===== config.mk =====
export PLATFORM = sky130hd
export DESIGN_NAME = dma_transfer_ctrl
export DESIGN_NICKNAME = d
export VERILOG_FILES = /design/src/rtl/dma_transfer_ctrl.sv
export SDC_FILE = /design/constraint.sdc
export NUM_CORES = 1
export LEC_CHECK = 0
export CAP_MARGIN = 20
export CORE_MARGIN = 8
export CORE_UTILIZATION = 30
export CTS_CLUSTER_SIZE = 28
export DETAILED_ROUTE_END_ITERATION = 10
export GPL_TIMING_DRIVEN = 1
export PLACE_DENSITY = 0.56
export SLEW_MARGIN = 25
export SYNTH_ARGS = -nofsm -noshare
export SYNTH_HDL_FRONTEND = slang
export SYNTH_SLANG_ARGS = --single-unit

===== constraint.sdc =====
create_clock -name clk -period 7.5 [get_ports clk]
set_input_delay 2.25 -clock clk [delete_from_list [all_inputs] [get_ports clk]]
set_output_delay 2.25 -clock clk [all_outputs]
set_load 0.02 [all_outputs]

===== src/rtl/dma_transfer_ctrl.sv =====
// Single-channel DMA timing/control FSM: bus arbitration, address/read/write phases, counters, TC.
// Optional feature macro DMA_AUTOINIT_EN: reload addresses and count from the loaded bases at TC.
module dma_transfer_ctrl #(
   parameter int AW = 16,
   parameter int CW = 16
) (
   input  logic          clk,
   input  logic          RESET,
   input  logic          DREQ,
   input  logic          HLDA,
   input  logic          READY,
   input  logic          load,
   input  logic [AW-1:0] src_base,
   input  logic [AW-1:0] dst_base,
   input  logic [CW-1:0] count_base,
   input  logic [1:0]    mode,
   input  logic          addr_dec,
   output logic          HRQ,
   output logic [AW-1:0] ADDR,
   output logic          IOR,
   output logic          IOW,
   output logic          MEMR,
   output logic          MEMW,
   output logic          MEMRW,
   output logic          MemToMem,
   output logic          Data_flag,
   output logic          IReady,
   output logic          TC,
   output logic          busy,
   output logic [2:0]    dbg_state
);

   typedef enum logic [2:0] {
      S_IDLE = 3'd0,
      S_REQ  = 3'd1,
      S_ADR  = 3'd2,
      S_RD   = 3'd3,
      S_WR   = 3'd4,
      S_UPD  = 3'd5
   } state_t;

   localparam logic [1:0]    MODE_IO2MEM  = 2'b01;
   localparam logic [1:0]    MODE_MEM2IO  = 2'b10;
   localparam logic [1:0]    MODE_MEM2MEM = 2'b11;
   localparam logic [AW-1:0] A_ONE = {{(AW-1){1'b0}}, 1'b1};
   localparam logic [CW-1:0] C_ONE = {{(CW-1){1'b0}}, 1'b1};

   state_t        state_q, state_d;
   logic [AW-1:0] src_q, src_d;
   logic [AW-1:0] dst_q, dst_d;
   logic [CW-1:0] cnt_q, cnt_d;
   logic [1:0]    mode_q, mode_d;
   logic          busy_q, busy_d;
   logic          hlda_lost_q, hlda_lost_d;

`ifdef DMA_AUTOINIT_EN
   logic [AW-1:0] src_base_q, src_base_d;
   logic [AW-1:0] dst_base_q, dst_base_d;
   logic [CW-1:0] cnt_base_q, cnt_base_d;

   always_comb begin
      src_base_d = src_base_q;
      dst_base_d = dst_base_q;
      cnt_base_d = cnt_base_q;
      if (state_q == S_IDLE && load) begin
         src_base_d = src_base;
         dst_base_d = dst_base;
         cnt_base_d = count_base;
      end
   end

   always_ff @(posedge clk) begin
      if (RESET) begin
         src_base_q <= '0;
         dst_base_q <= '0;
         cnt_base_q <= '0;
      end else begin
         src_base_q <= src_base_d;
         dst_base_q <= dst_base_d;
         cnt_base_q <= cnt_base_d;
      end
   end
`endif

   always_ff @(posedge clk) begin
      if (RESET) begin
         state_q     <= S_IDLE;
         src_q       <= '0;
         dst_q       <= '0;
         cnt_q       <= '0;
         mode_q      <= '0;
         busy_q      <= 1'b0;
         hlda_lost_q <= 1'b0;
      end else begin
         state_q     <= state_d;
         src_q       <= src_d;
         dst_q       <= dst_d;
         cnt_q       <= cnt_d;
         mode_q      <= mode_d;
         busy_q      <= busy_d;
         hlda_lost_q <= hlda_lost_d;
      end
   end

   // Handshake: DREQ is a level request; HRQ is held from REQ through UPD and the bus is
   // owned once HLDA is seen in REQ. Losing HLDA later only ends the burst after UPD.
   always_comb begin
      state_d     = state_q;
      src_d       = src_q;
      dst_d       = dst_q;
      cnt_d       = cnt_q;
      mode_d      = mode_q;
      busy_d      = busy_q;
      hlda_lost_d = hlda_lost_q;
      case (state_q)
         S_IDLE: begin
            if (load) begin
               src_d  = src_base;
               dst_d  = dst_base;
               cnt_d  = count_base;
               mode_d = mode;
               busy_d = 1'b1;
            end
            if (busy_q && DREQ) state_d = S_REQ;
         end
         S_REQ: begin
            if (HLDA) begin
               state_d     = S_ADR;
               hlda_lost_d = 1'b0;
            end
         end
         S_ADR: begin
            hlda_lost_d = hlda_lost_q | ~HLDA;
            state_d     = S_RD;
         end
         S_RD: begin
            hlda_lost_d = hlda_lost_q | ~HLDA;
            if (READY) state_d = (mode_q == MODE_MEM2MEM) ? S_WR : S_UPD;
         end
         S_WR: begin
            hlda_lost_d = hlda_lost_q | ~HLDA;
            if (READY) state_d = S_UPD;
         end
         S_UPD: begin
            src_d = addr_dec ? (src_q - A_ONE) : (src_q + A_ONE);
            if (mode_q == MODE_MEM2MEM) dst_d = addr_dec ? (dst_q - A_ONE) : (dst_q + A_ONE);
            if (cnt_q == '0) begin
`ifdef DMA_AUTOINIT_EN
               src_d = src_base_q;
               dst_d = dst_base_q;
               cnt_d = cnt_base_q;
`else
               busy_d = 1'b0;
`endif
               state_d = S_IDLE;
            end else begin
               cnt_d   = cnt_q - C_ONE;
               state_d = (DREQ && !hlda_lost_q) ? S_ADR : S_IDLE;
            end
         end
         default: state_d = S_IDLE;
      endcase
   end

   // Strobes decode from the registered state, so a reset releases them on the next edge.
   always_comb begin
      HRQ       = (state_q != S_IDLE);
      ADDR      = (state_q == S_WR) ? dst_q : src_q;
      IOR       = 1'b1;
      IOW       = 1'b1;
      MEMR      = 1'b1;
      MEMW      = 1'b1;
      MEMRW     = 1'b0;
      Data_flag = 1'b0;
      IReady    = 1'b0;
      TC        = 1'b0;
      case (state_q)
         S_RD: begin
            case (mode_q)
               MODE_IO2MEM: begin
                  IOR   = 1'b0;
                  MEMW  = 1'b0;
                  MEMRW = 1'b1;
               end
               MODE_MEM2IO: begin
                  MEMR = 1'b0;
                  IOW  = 1'b0;
               end
               MODE_MEM2MEM: begin
                  MEMR   = 1'b0;
                  IReady = READY;
               end
               default: ;
            endcase
         end
         S_WR: begin
            MEMW      = 1'b0;
            MEMRW     = 1'b1;
            Data_flag = 1'b1;
         end
         S_UPD: TC = (cnt_q == '0);
         default: ;
      endcase
   end

   assign busy      = busy_q;
   assign MemToMem  = (mode_q == MODE_MEM2MEM) && busy_q;
   assign dbg_state = 3'(state_q);

endmodule


# Word level (Yosys, flattened, before mapping)
# Cells that the tools add are included.
# classes
bitwise_logic	2
n_mux	37
order_cmp	0
n_eq_ne	16
n_shift	0
div_mod_pow	0
multipliers	0
n_addsub	5
n_reduce_logical	18
# ops
op	n
2-to-1 mux 16 bit	8
case mux 16 bit (2 select lines)	3
subtractor 16 x 1 -> 16 bit (second input constant)	3
adder 16 x 1 -> 16 bit (second input constant)	2
case mux 3 bit (6 select lines)	1
zero test 16 bit	1
inequality test 2 bit (second input constant)	8
2-to-1 mux 1 bit	15
2-to-1 mux 3 bit	4
AND reduction 3 bit	3
case mux 1 bit (2 select lines)	4
== test 3 x 2 -> 1 bit (second input constant)	2
== test 3 bit (second input constant)	2
AND reduction 2 bit	3
== test 2 bit (second input constant)	2
2-to-1 mux 2 bit	2
AND reduction 4 bit	1
nonzero test 2 bit	2
== test 3 x 1 -> 1 bit (second input constant)	1
logical AND 1 bit	3
zero test 3 bit	1
nonzero test 3 bit	1
OR reduction 3 bit	1
== test 2 x 1 -> 1 bit (second input constant)	1
other kinds (4)	4
# totals
regBits	55
mem_count	0
mem_bits_ro	0
latchBits	0
mem_bits_rw	0
elab_cells	85
input_bits	57

# Depth between registers and ports, before layout
# Gate-level depths: netlist of the first run.
# depth
ltp_word	5
depth_mapped	9

# Worst setup path before layout of the first run
# OpenSTA, ideal clock, no wires.
# synth_path
kind	input to output
start	input port READY
end	output port IReady
path_slack_ns	2.666
n_path_buf	0
t_arrival_ns	2.584
cell_stages	2
cell_sequence	nand2_1 > nor2_1
# synth_between
elab_chain_cells	2
# synth_lines
item	line_no	rtl
start: declaration	11	input logic READY,
2-to-1 mux 1 bit	179	case (mode_q)
2-to-1 mux 1 bit	177	case (state_q)
end: declaration	27	output logic IReady,
# Every way passes these cells.

# Worst setup path in the final report of the first run
# Same ends and word-level chain as after synthesis.

==> metrics.txt, run 1 <==
status=complete, no violations; most frequent cells in the layout=nand2_1 (121), clkdlybuf4s50_1 (84), nor2_1 (73), a21oi_1 (63), dfxtp_1 (55); TritonRoute pass-1 iters=6; Die Width=138 um; EDFF count, synth=0; final worst slack=1.66 ns; dpl cells=887; Layout area overhead=25.0%; Hold Crit Class=flip-flop to flip-flop; port bufs=86; WL/cell=16.8 um; WP data arrival=3.59 ns; Overflow after GRT=0; Post-CTS Setup Bufs=0; global-route wire length before repair=24700 um; Cells after Synth=648; syn_nets=736; floorplan core area=14600 sq um; CTS Hold Bufs=0; RSZ-0062 raised after global routing=false; Detail Placement HPWL=10900 um; layout cell share with drive strength beyond 1=3.94%; CTS Root Cell=clkbuf_16; critical path launch point type=input port; H-tree depth=2; DRT antenna net count=0; yosys warns=0; Placer Congestion=0.861; n_diodes=0; final non-filler cell total=895; routed vias=4993; max_cap viols=0; CP Class=input port to primary output; commonest non-fill, non-tap cell in the layout=nand2_1; fin util=38.5%; Yosys cell types=65; crit path capture type=primary output; mean post-synth cell area=6.93 sq um; vias in the first global route=4864; WP data required=5.25 ns; Slew Limit Fails=0; Max Fclk=0.171 GHz; Async S/R FF share, synth=0%; Critical Path Fanout Max=4; layout net count=798; clk sinks=55; CTS tree=yes; top cell type's share of synthesized area=24.5%; # rows=44; final setup violation count=0; final WL=15100 um; Final Skew=0.00609 ns; Post-route DRC=0; cts repair resizes=0; sequential fraction of the synthesis area=24.5%; pre-CTS WS=1.64 ns; Post-Synthesis Cell Area=4490 sq um; crit share post-route=77.9%; total CTS buffers=5; hold_ws=0.482 ns; First DRT Iteration DRCs=350; Reg clk slew, reported paths=0.08 ns; Power Density=243 nW/um^2; initial antenna violation count=0; Rel. slew slack=40.5%; DIE AREA=19100 sq um; shortest period the worst path allows=5.84 ns; DIE HEIGHT=138 um; FF+latch count, synth=55; num ports=87; LEAKAGE=2.19 nW; Slew @ Worst Pin=0.892 ns; endpoints failing hold=0; TNS Setup=0 ns; Vias/cell=5.58; peak supply drop=0.000102 V; top_reg_cell synth=dfxtp_1; pin count of the biggest net entering global routing=73; worst skew pair latency=0.31 ns; clk buf depth=2; main area contributors after synthesis=dfxtp_1 (25%), nand2_1 (10%), ha_1 (8.1%); GRT Util Overall=15.2%; Initial Utilization=30.8%; cell taking the most area after synthesis=dfxtp_1
[kinds of logic (layout without fill, tap and decap cells)]
kind of cell / Yosys count / count (layout) / synth area share (%)
adder cells (fa/ha/maj): 31 / 31 / 8.97
XOR/XNOR: 16 / 16 / 3.12
AO/OA/AOI/OAI: 202 / 202 / 28.8
multiplexers: 5 / 5 / 1.14
buffers and inverters: 49 / 112 / 4.52
flip-flops: 55 / 55 / 24.5
AND/OR/NAND/NOR: 290 / 290 / 28.9
[per-layer routing]
layer  up-vias  global-route usage [%]  routed length, um
met5         -                       0                  0
li1       2486                       -                  -
met3        14                    2.12                700
met1      2349                    19.3               6840
met4         0                    4.29                210
met2       144                    26.1               7310
[report_power, final]
part           switching, mW  total (mW)  internal, mW
sequential            0.0713       0.421         0.350
combinational          0.399       0.692         0.293
clock                  0.122       0.248         0.126
total                  0.593        1.36         0.769
[flip-flops by register name, summed over array words and instances, names as in the netlist]
register	flops
cnt_q	16
dst_q	16
src_q	16
dbg_state	3
mode_q	2
busy	1
hlda_lost_q	1
[path summary, 6_finish.rpt]
path,from,end,slack [ns],depth (start not counted)
max,READY,IReady,1.66,4
min,src_q[2]$_SDFFE_PP0P_,src_q[2]$_SDFFE_PP0P_,0.48,2
max reg2reg,dbg_state[2]$_SDFFE_PP0P_,cnt_q[3]$_SDFFE_PP0P_,4.83,6
min reg2reg,src_q[2]$_SDFFE_PP0P_,src_q[2]$_SDFFE_PP0P_,0.48,2
[synth_stat cells (all sizes together), types with 5 or more instances]
cell type,n
nand3,21
clkbuf,20
xnor2,12
a22oi,6
o22ai,5
dfxtp,55
a31oi,6
nor3,25
nor4,9
a21oi,65
a21o,12
buf,18
or3,8
nor2,73
nand2,121
o211ai,10
a211oi,16
inv,10
a311oi,9
ha,29
o21ai,41
[area by class of cell]
| class | instances | area, sq um |
|---|---|---|
| clock buffer | 6 | 129 |
| inverter | 11 | 41.3 |
| fill | 1514 | 8980 |
| clock inverter | 2 | 16.3 |
| multi-input combinational | 544 | 3190 |
| tap | 184 | 230 |
| timing repair buffer | 93 | 903 |
| sequential | 55 | 1100 |
[critical path: stages]
cell and delay [ns]:
clkdlybuf4s50_1 0.53, nand2_1 0.09, nor2_1 0.10, clkdlybuf4s50_1 0.62
[stage by stage]
stage	instance area [sq um]	power, mW
4_1_cts	5620	1.36
3_3_place_gp	5470	1.10
2_1_floorplan	4490	0.900
6_report	5610	1.36
5_1_grt	5610	1.47
3_5_place_dp	5470	1.11
Power figures use the tool's default switching activity.
==> run 2, diff against run 1 <==
==> constraint.sdc (replaced) <==
create_clock -name clk -period 5.7 [get_ports clk]
set_input_delay 1.71 -clock clk [delete_from_list [all_inputs] [get_ports clk]]
set_output_delay 1.71 -clock clk [all_outputs]
set_load 0.02 [all_outputs]
==> run 2 against run 1 <==
- worst hold slack better by 0.010 ns
- sequential cell count unchanged
- worst setup slack worse by 0.73 ns
- count of clock-buffer cells in the layout unchanged
- via count down 0.92%
- routed wire length up 3.1%
- final cell count unchanged
- largest cell class unchanged
- largest power group unchanged
==> metrics.txt, run 2 (synthesis gave the netlist of run 1 again) <==
status=complete, no violations; CTS Hold Bufs=0; shortest period the worst path allows=4.77 ns; Max stage delay on crit path=0.62 ns; TritonRoute pass-1 iters=5; cts repair resizes=0; Pint=1.01 mW; TNS Setup=0 ns; First DRT Iteration DRCs=376; WP data required=3.99 ns; layout net count=798; hold_ws=0.493 ns; RR Endpoint=cnt_q[0]$_SDFFE_PP0P_; # rows=44; combinational power share=50.9%; Slew @ Worst Pin=0.874 ns; commonest non-fill, non-tap cell in the layout=nand2_1; fillers=1531; Layout area overhead=25.0%; max_cap viols=0; floorplan core area=14600 sq um; Critical Path Fanout Max=4; Power Density=320 nW/um^2; Post-CTS Setup Bufs=0; Hold Crit Class=flip-flop to flip-flop; Regs by FF count=cnt_q x16, dst_q x16, src_q x16; WP data arrival=3.06 ns; Worst Reg-to-Reg Cells=5; DIE HEIGHT=138 um; CP startpoint=READY; most frequent cells in the layout=nand2_1 (121), clkdlybuf4s50_1 (85), nor2_1 (73), a21oi_1 (63), dfxtp_1 (55); DRT antenna net count=0; fin util=38.5%; Placer Congestion=0.893; CTS tree=yes; Die Width=138 um; DIE AREA=19100 sq um; total CTS buffers=5; internal reg-to-reg setup slack=3.03 ns; sequence of cells on the critical path=clkdlybuf4s50_1 -> nand2_1 -> nor2_1 -> clkdlybuf4s50_1; vias in the first global route=4824; Slew Limit Fails=0; FF-to-FF Start=dbg_state[2]$_SDFFE_PP0P_; worst skew pair latency=0.32 ns; Reg power frac=30.8%; n_diodes=0; CTS Root Cell=clkbuf_16; pin count of the biggest net entering global routing=73; critical path launch point type=input port; number of stages on the worst setup path=4; Max Fclk=0.210 GHz; num ports=87; final non-filler cell total=895; WL/cell=17.4 um; peak supply drop=0.000116 V; crit path capture type=primary output; Initial Utilization=30.8%; port bufs=86; most used cell, CP=clkdlybuf4s50_1; Worst setup endpoint=IReady; GRT Util Overall=15.7%; clock power share=18.3%; Vias/cell=5.53; H-tree depth=2; layout cell share with drive strength beyond 1=3.80%; Worst Path Buf+Inv=2; final setup violation count=0; routed vias=4947; Crit-path slowest cell=clkdlybuf4s50_1; clk sinks=55; Switch Pwr=0.788 mW; Top Family by Delay on Critical Path=buffers and inverters; LEAKAGE=2.19 nW; clk buf depth=2; Reg clk slew, reported paths=0.07 ns; Overflow after GRT=0; RSZ-0062 raised after global routing=false; CP Class=input port to primary output; Final Skew=0.00477 ns; initial antenna violation count=0; endpoints failing hold=0; final WL=15500 um; dpl cells=887; global-route wire length before repair=25000 um; crit share post-route=83.6%; Post-route DRC=0; Detail Placement HPWL=11300 um; Rel. slew slack=41.8%; Switching Fraction=43.9%
==> run 2: changes by cell type in the layout (fill, tap and decap cells not counted), sizes merged <==
| cell | change |
|---|---|
| buf | -1 |
| clkdlybuf4s50 | +1 |
| clkinv | +1 |
| inv | -1 |
==> run 2: per-stage QoR <==
stage / power (mW) / instance area, sq um / setup WS [ns]
detailed placement: 1.47 / 5470 / 0.923
global placement: 1.45 / 5470 / 0.964
floorplan: 1.18 / 4490 / 1.95
global route: 1.93 / 5610 / 0.810
CTS: 1.80 / 5610 / 0.919
finish: 1.80 / 5610 / 0.933
==> run 2: worst min-delay path by stage <==
stage | startpoint | slack, ns | end | cells after the start
CTS | cnt_q[6]$_SDFFE_PP0P_ | 0.49 | cnt_q[6]$_SDFFE_PP0P_ | 2
global route | cnt_q[10]$_SDFFE_PP0P_ | 0.51 | cnt_q[10]$_SDFFE_PP0P_ | 2
global placement | cnt_q[13]$_SDFFE_PP0P_ | 0.46 | cnt_q[13]$_SDFFE_PP0P_ | 2
finish | cnt_q[6]$_SDFFE_PP0P_ | 0.49 | cnt_q[6]$_SDFFE_PP0P_ | 2
floorplan | dst_q[2]$_SDFFE_PP0P_ | 0.45 | dst_q[2]$_SDFFE_PP0P_ | 2
detailed placement | cnt_q[10]$_SDFFE_PP0P_ | 0.48 | cnt_q[10]$_SDFFE_PP0P_ | 2
==> run 2: worst min-delay path, stage by stage, from the launching register on <==
cell and delay, ns:
dfxtp_1 0.32, o211ai_1 0.07, a21oi_1 0.06
==> run 2: power groups by stage <==
stage          combinational [mW]  sequential, mW  clock [mW]
2_1_floorplan               0.655           0.529           0
3_3_place_gp                0.892           0.558           0
3_5_place_dp                0.909           0.561           0
4_1_cts                     0.914           0.552       0.336
5_1_grt                      1.02           0.566       0.346
6_report                    0.916           0.554       0.329
==> run 2: layer usage <==
layer,global-route usage (%),share of wire [%],vias to the layer above
met1,19.4,47,2346
met4,4.46,1.4,0
met3,3.29,4.1,15
met5,0,0,-
li1,-,-,2484
met2,26.8,48,102
==> run 2: layout make-up <==
class | count | area (sq um) | share of cell area [%]
Inverter | 11 | 41.3 | 0.736
Timing Repair Buffer | 93 | 908 | 16.2
Sequential cell | 55 | 1100 | 19.6
Tap cell | 184 | 230 | 4.10
Clock buffer | 6 | 129 | 2.30
Clock inverter | 2 | 12.5 | 0.223
Multi-Input combinational cell | 544 | 3190 | 56.8
==> run 3, diff against run 2 <==
==> constraint.sdc (replaced) <==
create_clock -name clk -period 4.6 [get_ports clk]
set_input_delay 1.38 -clock clk [delete_from_list [all_inputs] [get_ports clk]]
set_output_delay 1.38 -clock clk [all_outputs]
set_load 0.02 [all_outputs]
==> run 3 against run 2 <==
- first-iteration DRC count rose by 12%
- clock skew is 0.0025 ns higher
- sequential share of layout area decreased by 0.19 points
- critical path depth grew 4
- utilization increased by 0.37 points
- power up 27%
- clock power increased by 41%
- non-clock buffer count rose by 2
- largest cell class unchanged
==> metrics.txt, run 3 (synthesis gave the netlist of run 1 again) <==
status=complete, no violations; DIE AREA=19100 sq um; Slew Limit Fails=0; initial antenna violation count=0; Reg power frac=29.9%; Design Power=2.29 mW; peak supply drop=0.000173 V; First DRT Iteration DRCs=422; Switch Pwr=0.972 mW; clk sinks=55; dpl cells=889; Critical Path Fanout Max=5; GRT busiest layer=met2; WP data arrival=2.73 ns; TritonRoute pass-1 iters=5; CP Class=flip-flop to primary output; Placer Congestion=0.872; n_diodes=0; Post-route DRC=0; Final Skew=0.00729 ns; endpoints failing hold=0; DRT antenna net count=0; most frequent cells in the layout=nand2_1 (121), clkdlybuf4s50_1 (85), nor2_1 (73), a21oi_1 (63), dfxtp_1 (55); final non-filler cell total=897; routed vias=4945; GRT Util Overall=15.8%; Switching Fraction=42.5%; port bufs=86; CTS Hold Bufs=0; Die Width=138 um; post-route cell area=5670 sq um; DIE HEIGHT=138 um; LEAKAGE=2.22 nW; pin count of the biggest net entering global routing=73; Regs by FF count=cnt_q x16, dst_q x16, src_q x16; num ports=87; Power Density=404 nW/um^2; Initial Utilization=30.8%; max_cap viols=0; global-route wire length before repair=25300 um; crit share post-route=89.4%; Layout area overhead=26.2%; cts repair resizes=0; WL/cell=17.0 um; clk buf depth=2; Overflow after GRT=0; combinational power share=49.9%; commonest non-fill, non-tap cell in the layout=nand2_1; Rel. slew slack=50.7%; layout net count=800; Hold Crit Class=flip-flop to flip-flop; Pint=1.32 mW; RSZ-0062 raised after global routing=false; H-tree depth=2; layout cell share with drive strength beyond 1=4.07%; Slew @ Worst Pin=0.739 ns; total CTS buffers=5; shortest period the worst path allows=4.11 ns; clock power share=20.3%; crit path capture type=primary output; Post-DP Area=5500 sq um; Reg clk slew, reported paths=0.08 ns; critical path launch point type=flip-flop; CTS Root Cell=clkbuf_16; vias in the first global route=4959; met3 Usage GRT=3.32%; WP data required=3.22 ns; Max Fclk=0.243 GHz; Vias/cell=5.51; CTS tree=yes; fillers=1519; final WL=15300 um; Detail Placement HPWL=11100 um; grt met2 use=26.2%; # rows=44; Post-CTS Setup Bufs=0; final setup violation count=0; TNS Setup=0 ns; met1 usage=19.7%; floorplan core area=14600 sq um; worst skew pair latency=0.31 ns
run 3: path summary, 6_finish.rpt:
kind | slack [ns] | endpoint | depth (start not counted) | from
hold / removal | 0.48 | src_q[2]$_SDFFE_PP0P_ | 2 | src_q[2]$_SDFFE_PP0P_
setup / recovery | 0.49 | TC | 8 | cnt_q[0]$_SDFFE_PP0P_
hold reg to reg | 0.48 | src_q[2]$_SDFFE_PP0P_ | 2 | src_q[2]$_SDFFE_PP0P_
setup reg to reg | 1.92 | src_q[15]$_SDFFE_PP0P_ | 6 | dbg_state[1]$_SDFFE_PP0P_
run 3: routing by layer:
metal	up-vias	wire length [um]
met4	0	277
met2	110	7150
met3	16	711
met1	2322	7130
met5	-	0
li1	2497	-
run 3: power groups by stage:
| stage | clock network (mW) | registers, mW | logic, mW |
|---|---|---|---|
| 2_1_floorplan | 0 | 0.656 | 0.811 |
| 3_3_place_gp | 0 | 0.690 | 1.11 |
| 3_5_place_dp | 0 | 0.693 | 1.13 |
| 4_1_cts | 0.475 | 0.683 | 1.14 |
| 5_1_grt | 0.494 | 0.703 | 1.27 |
| 6_report | 0.464 | 0.684 | 1.14 |
run 3: per-stage QoR:
step	hold WS (ns)	utilization (%)	worst slack (ns)
2_1_floorplan	0.449	-	1.32
3_5_place_dp	0.473	37.7	0.417
4_1_cts	0.487	38.8	0.478
5_1_grt	0.514	38.8	0.309
6_report	0.484	38.8	0.489
3_3_place_gp	0.468	37.7	0.477
run 3: area by class of cell:
type / count / area, sq um / area share (%)
Sequential cell: 55 / 1100 / 19.4
Clock inverter: 2 / 38.8 / 0.685
Clock buffer: 6 / 129 / 2.27
Multi-Input combinational cell: 544 / 3190 / 56.3
Tap cell: 184 / 230 / 4.06
Timing Repair Buffer: 95 / 936 / 16.5
Inverter: 11 / 41.3 / 0.729
run 3: worst max-delay path, stage by stage, from the launching register on:
cell,delay [ns]
dfxtp_1,0.33
inv_1,0.11
ha_1,0.23
nor3b_1,0.23
buf_4,0.17
nand4b_1,0.16
or3_1,0.39
nor2_1,0.17
clkdlybuf4s50_1,0.64
